<file path="src/rtl/bus_arbiter_pkg.sv">
// Shared constants, FSM state type and a one-hot helper for the round-robin
// bus arbiter and its priority picker.
package bus_pkg;

  localparam int NODES      = 16;
  localparam int IDX_W      = 4;
  localparam int ADDR_W     = 4;
  localparam int DATA_W     = 64;
  localparam int CRC_W      = 4;
  localparam int FRAME_BITS = ADDR_W + DATA_W + CRC_W;
  localparam int CNT_W      = 7;

  typedef enum logic [1:0] {
    IDLE,
    SEND,
    GAP
  } state_t;

  function automatic logic [NODES-1:0] onehot(input logic [IDX_W-1:0] idx);
    logic [NODES-1:0] v;
    v      = '0;
    v[idx] = 1'b1;
    return v;
  endfunction

endpackage

</file>
<file path="src/rtl/bus_arbiter_if.sv">
// Request/grant and frame-timing signals shared between the arbiter (master)
// and the stations plus serializer (slave).
interface bus_arbiter_if;
  import bus_pkg::*;

  logic [NODES-1:0] req;
  logic [NODES-1:0] grant;
  logic [IDX_W-1:0] grant_idx;
  logic             bus_busy;
  logic [CNT_W-1:0] bit_cnt;
  logic             frame_start;
  logic             frame_end;
  logic             frame_abort;

  modport master (
    input  req,
    output grant, grant_idx, bus_busy, bit_cnt,
    output frame_start, frame_end, frame_abort
  );

  modport slave (
    output req,
    input  grant, grant_idx, bus_busy, bit_cnt,
    input  frame_start, frame_end, frame_abort
  );

endinterface

</file>
<file path="src/rtl/bus_arbiter_rr_pick.sv">
// Combinational round-robin picker: first set request at or after the
// priority pointer, wrapping modulo NODES.
module rr_pick
  import bus_pkg::*;
(
  input  logic [NODES-1:0] i_req,
  input  logic [IDX_W-1:0] i_ptr,
  output logic             o_valid,
  output logic [IDX_W-1:0] o_winner
);

  logic [NODES-1:0] w_rot;
  logic [IDX_W-1:0] w_enc;

  // Rotate so the pointer station lands at bit 0; index arithmetic wraps
  // because NODES is a power of two.
  always_comb begin
    w_rot = '0;
    for (int i = 0; i < NODES; i++) begin
      w_rot[i] = i_req[i_ptr + IDX_W'(i)];
    end
  end

  always_comb begin
    w_enc = '0;
    for (int i = NODES - 1; i >= 0; i--) begin
      if (w_rot[i]) begin
        w_enc = IDX_W'(i);
      end
    end
  end

  assign o_valid  = |i_req;
  assign o_winner = i_ptr + w_enc;

endmodule

</file>
<file path="src/rtl/bus_arbiter.sv">
// Round-robin bus arbiter and frame sequencer: grants one station, times its
// frame bit by bit, enforces an inter-frame gap and rotates priority.
module bus_arbiter
  import bus_pkg::*;
#(
  parameter int GAP_CYCLES = 2
) (
  input  logic          clock,
  input  logic          reset_n,
  bus_arbiter_if.master bus
);

  localparam int               GAP_W    = (GAP_CYCLES > 1) ? $clog2(GAP_CYCLES) : 1;
  localparam logic [GAP_W-1:0] GAP_LAST = (GAP_CYCLES > 0) ? GAP_W'(GAP_CYCLES - 1) : '0;
  localparam logic [CNT_W-1:0] LAST_BIT = CNT_W'(FRAME_BITS - 1);

  state_t           r_state;
  logic [IDX_W-1:0] r_ptr;
  logic [GAP_W-1:0] r_gap_cnt;
  logic [NODES-1:0] r_grant;
  logic [IDX_W-1:0] r_grant_idx;
  logic             r_busy;
  logic [CNT_W-1:0] r_bit_cnt;
  logic             r_start;
  logic             r_end;
  logic             r_abort;

  logic             w_valid;
  logic [IDX_W-1:0] w_winner;
  logic             w_req_win;
  logic             w_last;

  rr_pick u_pick (
    .i_req    (bus.req),
    .i_ptr    (r_ptr),
    .o_valid  (w_valid),
    .o_winner (w_winner)
  );

  assign w_req_win = bus.req[r_grant_idx];
  assign w_last    = (r_bit_cnt == LAST_BIT);

  always_ff @(posedge clock or negedge reset_n) begin
    if (!reset_n) begin
      r_state     <= IDLE;
      r_ptr       <= '0;
      r_gap_cnt   <= '0;
      r_grant     <= '0;
      r_grant_idx <= '0;
      r_busy      <= 1'b0;
      r_bit_cnt   <= '0;
      r_start     <= 1'b0;
      r_end       <= 1'b0;
      r_abort     <= 1'b0;
    end else begin
      r_start <= 1'b0;
      r_end   <= 1'b0;
      r_abort <= 1'b0;
      case (r_state)
        IDLE: begin
          if (w_valid) begin
            r_grant     <= onehot(w_winner);
            r_grant_idx <= w_winner;
            r_busy      <= 1'b1;
            r_bit_cnt   <= '0;
            r_start     <= 1'b1;
            r_state     <= SEND;
          end
        end
        SEND: begin
          // The last bit always completes, even if the request drops with it.
          if (w_last || !w_req_win) begin
            r_grant     <= '0;
            r_grant_idx <= '0;
            r_busy      <= 1'b0;
            r_bit_cnt   <= '0;
            r_end       <= w_last;
            r_abort     <= !w_last;
            r_ptr       <= r_grant_idx + IDX_W'(1);
            r_gap_cnt   <= '0;
            r_state     <= (GAP_CYCLES == 0) ? IDLE : GAP;
          end else begin
            r_bit_cnt <= r_bit_cnt + CNT_W'(1);
          end
        end
        GAP: begin
          if (r_gap_cnt == GAP_LAST) begin
            r_state <= IDLE;
          end else begin
            r_gap_cnt <= r_gap_cnt + GAP_W'(1);
          end
        end
        default: r_state <= IDLE;
      endcase
    end
  end

  assign bus.grant       = r_grant;
  assign bus.grant_idx   = r_grant_idx;
  assign bus.bus_busy    = r_busy;
  assign bus.bit_cnt     = r_bit_cnt;
  assign bus.frame_start = r_start;
  assign bus.frame_end   = r_end;
  assign bus.frame_abort = r_abort;

endmodule

</file>
<file path="src/flat_wrapper.sv">
// flat-port wrapper written by rule: the top's interface ports become plain ports
module bus_arbiter_flat import bus_pkg::*;
#(
  parameter int GAP_CYCLES = 2
)
  (clock, reset_n, bus_req, bus_grant, bus_grant_idx, bus_bus_busy, bus_bit_cnt, bus_frame_start, bus_frame_end, bus_frame_abort);
  bus_arbiter_if bus_i ();
  input  logic clock;
  input  logic reset_n;
  input wire logic [$bits(bus_i.req)-1:0] bus_req;
  output wire logic [$bits(bus_i.grant)-1:0] bus_grant;
  output wire logic [$bits(bus_i.grant_idx)-1:0] bus_grant_idx;
  output wire logic [$bits(bus_i.bus_busy)-1:0] bus_bus_busy;
  output wire logic [$bits(bus_i.bit_cnt)-1:0] bus_bit_cnt;
  output wire logic [$bits(bus_i.frame_start)-1:0] bus_frame_start;
  output wire logic [$bits(bus_i.frame_end)-1:0] bus_frame_end;
  output wire logic [$bits(bus_i.frame_abort)-1:0] bus_frame_abort;
  assign bus_i.req = bus_req;
  assign bus_grant = bus_i.grant;
  assign bus_grant_idx = bus_i.grant_idx;
  assign bus_bus_busy = bus_i.bus_busy;
  assign bus_bit_cnt = bus_i.bit_cnt;
  assign bus_frame_start = bus_i.frame_start;
  assign bus_frame_end = bus_i.frame_end;
  assign bus_frame_abort = bus_i.frame_abort;
  bus_arbiter #(.GAP_CYCLES(GAP_CYCLES)) u_core (.clock(clock), .reset_n(reset_n), .bus(bus_i));
endmodule
</file>
<file path="config.mk">
export PLATFORM = sky130hd
export DESIGN_NAME = bus_arbiter_flat
export DESIGN_NICKNAME = d
export VERILOG_FILES = /design/src/rtl/bus_arbiter_pkg.sv /design/src/rtl/bus_arbiter_if.sv /design/src/rtl/bus_arbiter_rr_pick.sv /design/src/rtl/bus_arbiter.sv /design/src/flat_wrapper.sv
export SDC_FILE = /design/constraint.sdc
export NUM_CORES = 1
export LEC_CHECK = 0
export ABC_AREA = 1
export ABC_CLOCK_PERIOD_IN_PS = 6500
export BUFFER_PORTS_ARGS = -buffer_cell sky130_fd_sc_hd__buf_2
export CAP_MARGIN = 30
export CELL_PAD_IN_SITES_DETAIL_PLACEMENT = 0
export CELL_PAD_IN_SITES_GLOBAL_PLACEMENT = 1
export CORE_ASPECT_RATIO = 1.5
export CORE_UTILIZATION = 44
export DETAILED_ROUTE_END_ITERATION = 12
export GPL_TIMING_DRIVEN = 0
export PLACE_DENSITY = 0.91
export REMOVE_ABC_BUFFERS = 1
export SYNTH_ARGS = -nofsm -noshare
export SYNTH_HDL_FRONTEND = slang
export SYNTH_SLANG_ARGS = --single-unit
export TNS_END_PERCENT = 50
</file>
<file path="constraint.sdc">
create_clock -name clock -period 6.5 [get_ports clock]
set_clock_uncertainty 0.15 [all_clocks]
set_input_delay 0.975 -clock clock [delete_from_list [all_inputs] [get_ports clock]]
set_output_delay 0.975 -clock clock [all_outputs]
set_load 0.1 [all_outputs]
</file>
==> results of run 1 <==
## layout make-up
cell class / count / share of cell area
Tap cell: 78 / 0.02855
Clock buffer: 7 / 0.02233
Inverter: 41 / 0.04539
Timing Repair Buffer: 48 / 0.07028
Sequential cell: 38 / 0.2782
Multi-Input combinational cell: 348 / 0.5553
## path summary, 6_finish.rpt
check                                       endpoint  slack (ns)
worst max-delay path             u_core.bus.grant[8]        0.93
max in group asynchronous          u_core.r_state[1]        5.04
worst min-delay path               u_core.r_state[1]        0.32
min in group asynchronous       u_core.bus.grant[10]        0.63
worst min register to register     u_core.r_state[1]        0.32
worst max register to register   u_core.bus.grant[8]        0.93
## kinds of logic after synthesis
family | count (synthesis) | share of synthesized area
simple gates | 258 | 0.3936
compound gates | 60 | 0.1176
buf+inv | 51 | 0.07326
flops | 38 | 0.3093
xor+xnor | 17 | 0.05088
fa+ha+maj | 13 | 0.05535
## routing by layer
layer | vias up | routed length [um] | track usage
met5 | - | 0 | 0
met4 | 0 | 507 | 0.1443
met3 | 34 | 214 | 0.02326
met2 | 70 | 4201 | 0.4020
met1 | 1428 | 3182 | 0.2559
li1 | 1569 | - | -
## Yosys cell counts (6+ instances only)
cell | number | area share
dfrtp_1 | 38 | 0.31
nand2_1 | 116 | 0.14
nand2_2 | 8 | 0.016
o22ai_1 | 8 | 0.016
nor3_1 | 6 | 0.0098
ha_1 | 12 | 0.049
nor2_1 | 19 | 0.023
xor2_1 | 11 | 0.031
a21oi_1 | 11 | 0.018
nand3_1 | 86 | 0.14
inv_1 | 33 | 0.040
nand4_1 | 9 | 0.018
o21ai_0 | 21 | 0.034
## worst max-delay path: stages, from the launching register on
cell and delay, ns:
dfrtp_1 0.91, inv_2 0.35, ha_1 0.51, inv_1 0.25
nand3_1 0.14, nand3_1 0.14, nand2_1 0.06, o21ai_0 0.40
nand2_1 0.11, nand2_1 0.07, nand2_1 0.05, nand2_1 0.05
nand2_1 0.05, nand2_1 0.05, nand2_1 0.04, nand2_1 0.06
nand2_1 0.05, nand2_1 0.05, nand2_1 0.04, nand2_1 0.05
a21oi_1 0.07, ha_1 0.21, fa_1 0.38, xor2_1 0.52
clkinv_1 0.42, nand4_1 0.20, nand2_1 0.06
## sequential cells by signal, indices dropped and copies added (netlist names)
| register | flops |
|---|---|
| u_core.bus.frame_start | 1 |
| u_core.bus.grant | 16 |
| u_core.r_ptr | 4 |
| u_core.bus.bit_cnt | 7 |
| u_core.bus.frame_end | 1 |
| u_core.bus.frame_abort | 1 |
| u_core.r_gap_cnt | 1 |
| u_core.r_state | 2 |
| u_core.bus.bus_busy | 1 |
| u_core.bus.grant_idx | 4 |
## stage by stage
step / std cells / cell area [sq um]
after CTS: 560 / 3418
after detailed placement: 553 / 3342
final: 560 / 3418
after floorplan: 427 / 3004
after global placement: 553 / 3342
after global routing: 560 / 3418
==> results.tsv, run 1 <==
stage	metric	value	unit
grt	grt_pass1_vias	2999	
clock_network	post_cts_resized	0	
die	die_area	0.007332	sq mm
clock_network	clock-root-buffer	clkbuf_8	
clock_network	cts_inserted_buffers	5	
clock_network	clk_pin_slew	0.07	ns
grt	gr-total-overflow	0	
layout	final_cell_mix	nand2_1 (116), nand3_1 (86), buf_2 (48)	
place	routabilityCongestion	0.9208	
clock_network	clkSinkCount	38	
die	num_rows	37	
synthesis	synthArstFlopShare	1.000	
worst_hold_path	min-delay-start	u_core.r_gap_cnt	
timing	layout_min_cycle_time	5.571	ns
timing	hold_viol	0	
die	start_util	0.4517	
timing	setup_violations	0	
setup_path	reg2reg_depth	26	
worst_hold_path	min_path_type	register to register	
clock_network	clock_latency	0.29	ns
layout	final_core_util	0.5023	
clock_network	htreeDepth	2	
synthesis	ys_types	41	
setup_path	crit_arrival	5.60	ns
clock_network	clockBufferDepth	2	
run_status	outcome	finished, final reports clean	
grt	antenna_found_initial	0	
setup_path	rr_startpoint	u_core.r_ptr[0]	
layout	multi_input_area	0.001898	sq mm
setup_path	worst_setup_path_end_kind	register	
die	io_pins	49	
grt	grtUsageTotal	0.2280	
die	fp.dieH	104.4	um
timing	tightest_slew	0.8702	ns
place	io_buffers	48	
drt	vias	3101	
timing	fin_setup_tns	0	ns
layout	area_delta_synth_final	11.19	%
clock_network	cts_hold_buf	0	
layout	final-seq-area	950.9	sq um
timing	whs	0.3214	ns
setup_path	cp_max_fo	25	
drt	antenna_left	0	
layout	drive_gt1_frac	0.1680	
place	post-place-ws	0.9608	ns
drt	first_pass_iters	4	
layout	antenna_cells	0	
timing	maxSlewViolCount	0	
synthesis	yosysSeqAreaShare	0.3093	
die	core_area	0.006805	sq mm
clock_network	cts_tree	built	
flow_run	drv_cap	0	
setup_path	crit_path_start_kind	register	
drt	drc_errors	0	
grt	grt_start_max_net_pins	39	
drt	drt-initial-drc-count	176	
drt	drt-vias-per-instance	5.538	
die	die_x	70.25	um
setup_path	crit_start	u_core.r_ptr[0]	
synthesis	ys.flop_type	dfrtp_1	
drt	wire_per_inst	14.48	um
synthesis	synthCells	437	
setup_path	critPathKind	register to register	
timing	fin_crit_sh	0.8570	
synthesis	avgSynthCellArea	7.035	sq um
clock_network	postCtsSetupRepairBufs	0	
worst_hold_path	hold_depth	1	
timing	fin_ws	0.9294	ns
synthesis	synth_area	0.003074	sq mm
place	dp_hpwl	6.438	mm
synthesis	synth_warnings	0	
timing	rsz0062_at_grt	false	
layout	fillers	717	
layout	finalNetCount	513	
setup_path	required	6.53	ns
drt	routed_wirelength	8.106	mm
timing	slew_headroom	0.4199	
synthesis	synth_edf_count	0	
grt	grt_pass1_wl	13.46	mm
synthesis	synth_seq_cells	38	
timing	fmax	0.1795	GHz
layout	final_common_cell	nand2_1	
Power of run 1 is left out: the tool's default activity adds up to more than one toggle a clock period on the data nets, which glitch-free logic cannot reach.
==> inputs of run 2 (changes only) <==
--- a/config.mk
+++ b/config.mk
@@ -12,10 +12,10 @@
 export CELL_PAD_IN_SITES_DETAIL_PLACEMENT = 0
 export CELL_PAD_IN_SITES_GLOBAL_PLACEMENT = 1
 export CORE_ASPECT_RATIO = 1.5
-export CORE_UTILIZATION = 44
+export CORE_UTILIZATION = 31
 export DETAILED_ROUTE_END_ITERATION = 12
 export GPL_TIMING_DRIVEN = 0
-export PLACE_DENSITY = 0.91
+export PLACE_DENSITY = 0.69
 export REMOVE_ABC_BUFFERS = 1
 export SYNTH_ARGS = -nofsm -noshare
 export SYNTH_HDL_FRONTEND = slang
==> run 2 against run 1 <==
Worst hold slack better by 0.0018 ns. First-iteration DRC count shrank 5.7%. Sequential cell count unchanged. Sequential share of layout area shrank 0.86 points. Final area grew 3.2%. Non-clock buffer count unchanged. Maximum frequency down 4.0%. Largest cell class unchanged. Critical path depth unchanged. Clock-buffer cell count decreased by 1.
==> results.tsv, run 2 (synthesized netlist as in run 1, its figures left out) <==
stage	metric	value	unit	change
drt	antenna_left	0		unchanged
flow_run	drv_cap	0		unchanged
clock_network	cts_hold_buf	0		unchanged
timing	rsz0062_at_grt	false		
setup_path	required	6.51	ns	-0.02 ns
die	die_area	0.01033	sq mm	+41%
setup_path	critPathKind	register to register		
die	die_x	83.31	um	+19%
layout	design_area	0.003527	sq mm	+3.2%
place	routabilityCongestion	0.9033		-1.9%
grt	antenna_found_initial	0		unchanged
clock_network	cts_tree	built		
layout	final_common_cell	nand2_1		
layout	largest_reg_flops	16		unchanged
timing	hold_viol	0		unchanged
setup_path	crit_arrival	5.82	ns	+0.22 ns
timing	setup_violations	0		unchanged
drt	drt-initial-drc-count	166		-5.7%
layout	fillers	1028		+43%
setup_path	rr_startpoint	u_core.r_ptr[0]		
die	num_rows	44		+19%
worst_hold_path	min_path_type	register to register		
die	io_pins	49		unchanged
setup_path	cp_max_fo	25		unchanged
grt	grt_pass1_wl	14.76	mm	+9.6%
worst_hold_path	min-delay-start	u_core.bus.grant[0]		
timing	maxSlewViolCount	0		unchanged
drt	drc_errors	0		unchanged
place	io_buffers	48		unchanged
timing	fmax	0.1724	GHz	-4.0%
clock_network	postCtsSetupRepairBufs	0		unchanged
layout	drive_gt1_frac	0.1705		+0.002428
clock_network	clk_pin_slew	0.05	ns	-0.02 ns
setup_path	crit_path_start_kind	register		
grt	grt_start_max_net_pins	39		unchanged
clock_network	htreeDepth	2		unchanged
drt	vias	3123		+0.71%
drt	first_pass_iters	4		unchanged
drt	wire_per_inst	15.22	um	+5.1%
timing	fin_setup_tns	0	ns	unchanged
layout	final_cell_mix	nand2_1 (116), nand3_1 (86), buf_2 (48)		
setup_path	worst_setup_path_end_kind	register		
clock_network	clock_latency	0.28	ns	about the same
timing	tightest_slew	0.9006	ns	+0.03037 ns
timing	layout_min_cycle_time	5.802	ns	+0.2310 ns
grt	gr-total-overflow	0		unchanged
setup_path	crit_start	u_core.r_ptr[0]		
drt	routed_wirelength	9.069	mm	+12%
layout	finalNetCount	513		unchanged
layout	area_delta_synth_final	14.73	%	
run_status	outcome	finished, final reports clean		
grt	grt_pass1_vias	3013		+0.47%
place	dpl_cell_area	0.003388	sq mm	+1.4%
clock_network	post_cts_resized	0		unchanged
timing	slew_headroom	0.3996		-0.02025
place	dp_hpwl	7.085	mm	+10%
timing	fin_crit_sh	0.8926		+0.03554
die	core_area	0.009634	sq mm	+42%
clock_network	clockBufferDepth	2		unchanged
die	start_util	0.3191		-0.1326
clock_network	clock-root-buffer	clkbuf_16		
die	fp.dieH	124.0	um	+19%
drt	drt-vias-per-instance	5.240		-5.4%
clock_network	cts_inserted_buffers	5		unchanged
clock_network	clkSinkCount	38		unchanged
grt	grtUsageTotal	0.1821		-0.04597
layout	antenna_cells	0		unchanged
[run 2: area by class of cell]
cell class                 instances  area (sq um)  area share
tap                              115         143.9     0.04079
timing repair buffer              48         240.2     0.06811
inverter                          41         155.1     0.04399
sequential                        38         950.9      0.2696
clock buffer                       6         138.9     0.03938
multi-input combinational        348          1898      0.5381
[run 2: per-stage QoR]
stage	utilization	setup slack, ns	instances	hold WS [ns]
3_3_place_gp	0.3517	0.7867	590	0.3036
5_1_grt	0.3661	0.05268	596	0.3517
3_5_place_dp	0.3517	0.6726	590	0.3109
6_report	0.3661	0.6984	596	0.3231
4_1_cts	0.3661	0.6593	596	0.3247
2_1_floorplan	-	1.999	427	0.2855
[run 2: worst max-delay path, stage by stage, from the launching register on]
cell and delay (ns):
dfrtp_1 0.93, inv_2 0.35, ha_1 0.52, inv_1 0.25, nand3_1 0.19, nand3_1 0.15, nand2_1 0.06, o21ai_0 0.43
nand2_1 0.11, nand2_1 0.07, nand2_1 0.05, nand2_1 0.05, nand2_1 0.05, nand2_1 0.05, nand2_1 0.05, nand2_1 0.06
nand2_1 0.04, nand2_1 0.06, nand2_1 0.05, nand2_1 0.05, a21oi_1 0.07, ha_1 0.21, fa_1 0.38, xor2_1 0.55
clkinv_1 0.46, nand4_1 0.23, nand2_1 0.06
[run 2: worst paths after layout]
kind                            slack, ns                      end  cells past startpoint
worst min-delay path                 0.32      u_core.bus.grant[0]                      2
worst max-delay path                 0.70      u_core.bus.grant[8]                     26
worst max register to register       0.70      u_core.bus.grant[8]                     26
max in group asynchronous            4.99  u_core.bus.grant_idx[1]                      1
min in group asynchronous            0.67     u_core.bus.grant[11]                      1
worst min register to register       0.32      u_core.bus.grant[0]                      2
[run 2: per-layer routing]
metal / global-route usage / vias to the layer above / part of all wire
met5: 0 / - / 0
met4: 0.1088 / 0 / 0.046
met3: 0.01392 / 23 / 0.032
met2: 0.3468 / 76 / 0.52
met1: 0.1970 / 1448 / 0.40
li1: - / 1576 / -
Power of run 2 is left out for the same reason.
==> inputs of run 3 (changes only) <==
--- a/config.mk
+++ b/config.mk
@@ -11,10 +11,9 @@
 export CAP_MARGIN = 30
 export CELL_PAD_IN_SITES_DETAIL_PLACEMENT = 0
 export CELL_PAD_IN_SITES_GLOBAL_PLACEMENT = 1
-export CORE_ASPECT_RATIO = 1.5
+export CORE_ASPECT_RATIO = 1.2
 export CORE_UTILIZATION = 31
 export DETAILED_ROUTE_END_ITERATION = 12
-export GPL_TIMING_DRIVEN = 0
 export PLACE_DENSITY = 0.69
 export REMOVE_ABC_BUFFERS = 1
 export SYNTH_ARGS = -nofsm -noshare
==> run 3 against run 2 <==
Non-clock buffer count is the same. Critical path depth unchanged. Die area is essentially flat. First-iteration DRC count fell by 1.8%. Register-to-register slack gained 0.36 ns. Final area increased by 0.53%. Via count decreased by 3.0%. Maximum frequency grew 6.6%. Utilization grew 0.46 points. Final cell count rose by 1.7%. Sequential cell count is the same. Critical path type unchanged. Critical endpoint unchanged. Largest cell class unchanged. Highest routed layer unchanged.
==> results.tsv, run 3 (synthesized netlist as in run 1, its figures left out) <==
stage	metric	value	unit	change
clock_network	clockBufferDepth	2		unchanged
setup_path	crit_buf_inv	3		unchanged
timing	maxSlewViolCount	0		unchanged
die	core_area	0.009564	sq mm	-0.73%
layout	final_cell_mix	nand2_1 (116), nand3_1 (86), buf_2 (48)		
setup_path	cp_max_fo	25		unchanged
flow_run	drv_cap	0		unchanged
timing	setup_violations	0		unchanged
layout	final_common_cell	nand2_1		
place	dp_hpwl	6.851	mm	-3.3%
clock_network	clkSinkCount	38		unchanged
setup_path	slowest_delay	0.87	ns	-0.06 ns
worst_hold_path	min_path_type	register to register		
clock_network	htreeDepth	2		unchanged
grt	grt_start_max_net_pins	39		unchanged
setup_path	required	6.52	ns	about the same
setup_path	crit_start	u_core.r_ptr[0]		
drt	vias	3030		-3.0%
die	io_pins	49		unchanged
grt	antenna_found_initial	0		unchanged
layout	antenna_cells	0		unchanged
setup_path	crit_path_top_delay_cell	dfrtp_1		
clock_network	clock_latency	0.29	ns	about the same
grt	grtUsageTotal	0.1785		-0.003585
die	die_x	92.91	um	+12%
place	routabilityCongestion	0.8128		-10%
die	fp.dieH	111.1	um	-10%
timing	layout_min_cycle_time	5.440	ns	-0.3616 ns
timing	fin_setup_tns	0	ns	unchanged
clock_network	clk_pin_slew	0.05	ns	about the same
timing	fmax	0.1838	GHz	+6.6%
drt	antenna_left	0		unchanged
clock_network	post_cts_resized	0		unchanged
setup_path	crit_cells	26		unchanged
setup_path	r2r_slack	1.06	ns	+0.36 ns
drt	first_pass_iters	4		unchanged
layout	final_core_util	0.3707		+0.004644
layout	area_delta_synth_final	15.34	%	
clock_network	clock-root-buffer	clkbuf_16		
drt	drt-initial-drc-count	163		-1.8%
drt	routed_wirelength	8.709	mm	-4.0%
timing	hold_viol	0		unchanged
setup_path	critPathTopFamily	simple AND/OR/NAND/NOR gates		
setup_path	crit_arrival	5.46	ns	-0.36 ns
grt	gr-total-overflow	0		unchanged
die	start_util	0.3214		+0.002338
worst_hold_path	min-delay-start	u_core.r_gap_cnt		
grt	grt_pass1_wl	14.68	mm	-0.56%
drt	drt-vias-per-instance	5.000		-4.6%
layout	drive_gt1_frac	0.1718		+0.001364
place	post-place-cells	598		+1.4%
layout	final_cells	606		+1.7%
setup_path	critPathKind	register to register		
timing	tightest_slew	0.8473	ns	-0.05324 ns
clock_network	postCtsSetupRepairBufs	0		unchanged
clock_network	cts_hold_buf	0		unchanged
drt	drc_errors	0		unchanged
timing	rsz0062_at_grt	false		
drt	wire_per_inst	14.37	um	-5.6%
setup_path	crit_path_start_kind	register		
die	die_area	0.01032	sq mm	about the same
setup_path	r2r_end	u_core.bus.grant[8]		
layout	largest_reg_flops	16		unchanged
clock_network	cts_inserted_buffers	5		unchanged
setup_path	rr_startpoint	u_core.r_ptr[0]		
setup_path	worst_setup_path_end_kind	register		
place	io_buffers	48		unchanged
setup_path	endpoint	u_core.bus.grant[8]		
clock_network	cts_tree	built		
setup_path	cp_common_cell	nand2_1		
die	num_rows	39		-11%
timing	fin_crit_sh	0.8369		-0.05563
setup_path	reg2reg_depth	26		unchanged
grt	grt_pass1_vias	2999		-0.46%
run_status	outcome	finished, final reports clean		
layout	finalNetCount	513		unchanged
timing	slew_headroom	0.4351		+0.03549
-- run 3: how the worst min path moves through the flow --
stage / end / slack (ns) / cells after the start
after floorplan: u_core.r_state[1] / 0.29 / 1
after global placement: u_core.r_state[1] / 0.29 / 1
after detailed placement: u_core.r_state[1] / 0.30 / 1
after CTS: u_core.r_state[1] / 0.31 / 1
after global routing: u_core.bus.grant[13] / 0.35 / 2
final: u_core.r_state[1] / 0.31 / 1
-- run 3: cell type report --
cell class / count / area (sq um)
fillers: 1041 / 6018
multi-input cells: 348 / 1898
flip-flops and latches: 38 / 950.9
repair buffers: 48 / 240.2
inverters: 41 / 155.1
well taps: 123 / 153.9
clock buffers: 7 / 142.6
clock inverters: 1 / 5.005
-- run 3: per-layer routing --
metal  part of all wire  track usage
met3              0.032      0.02538
met2               0.48       0.3044
met5                  0            0
met4              0.016      0.05128
met1               0.47       0.2319
-- run 3: metrics by stage --
stage	hold WS (ns)	setup WS [ns]	cell area, sq um
after floorplan	0.2855	1.999	3004
after global placement	0.2936	1.354	3398
after detailed placement	0.3027	1.059	3398
after CTS	0.3135	1.043	3546
after global routing	0.3463	0.4563	3546
final	0.3089	1.060	3546
Power of run 3 is left out for the same reason.
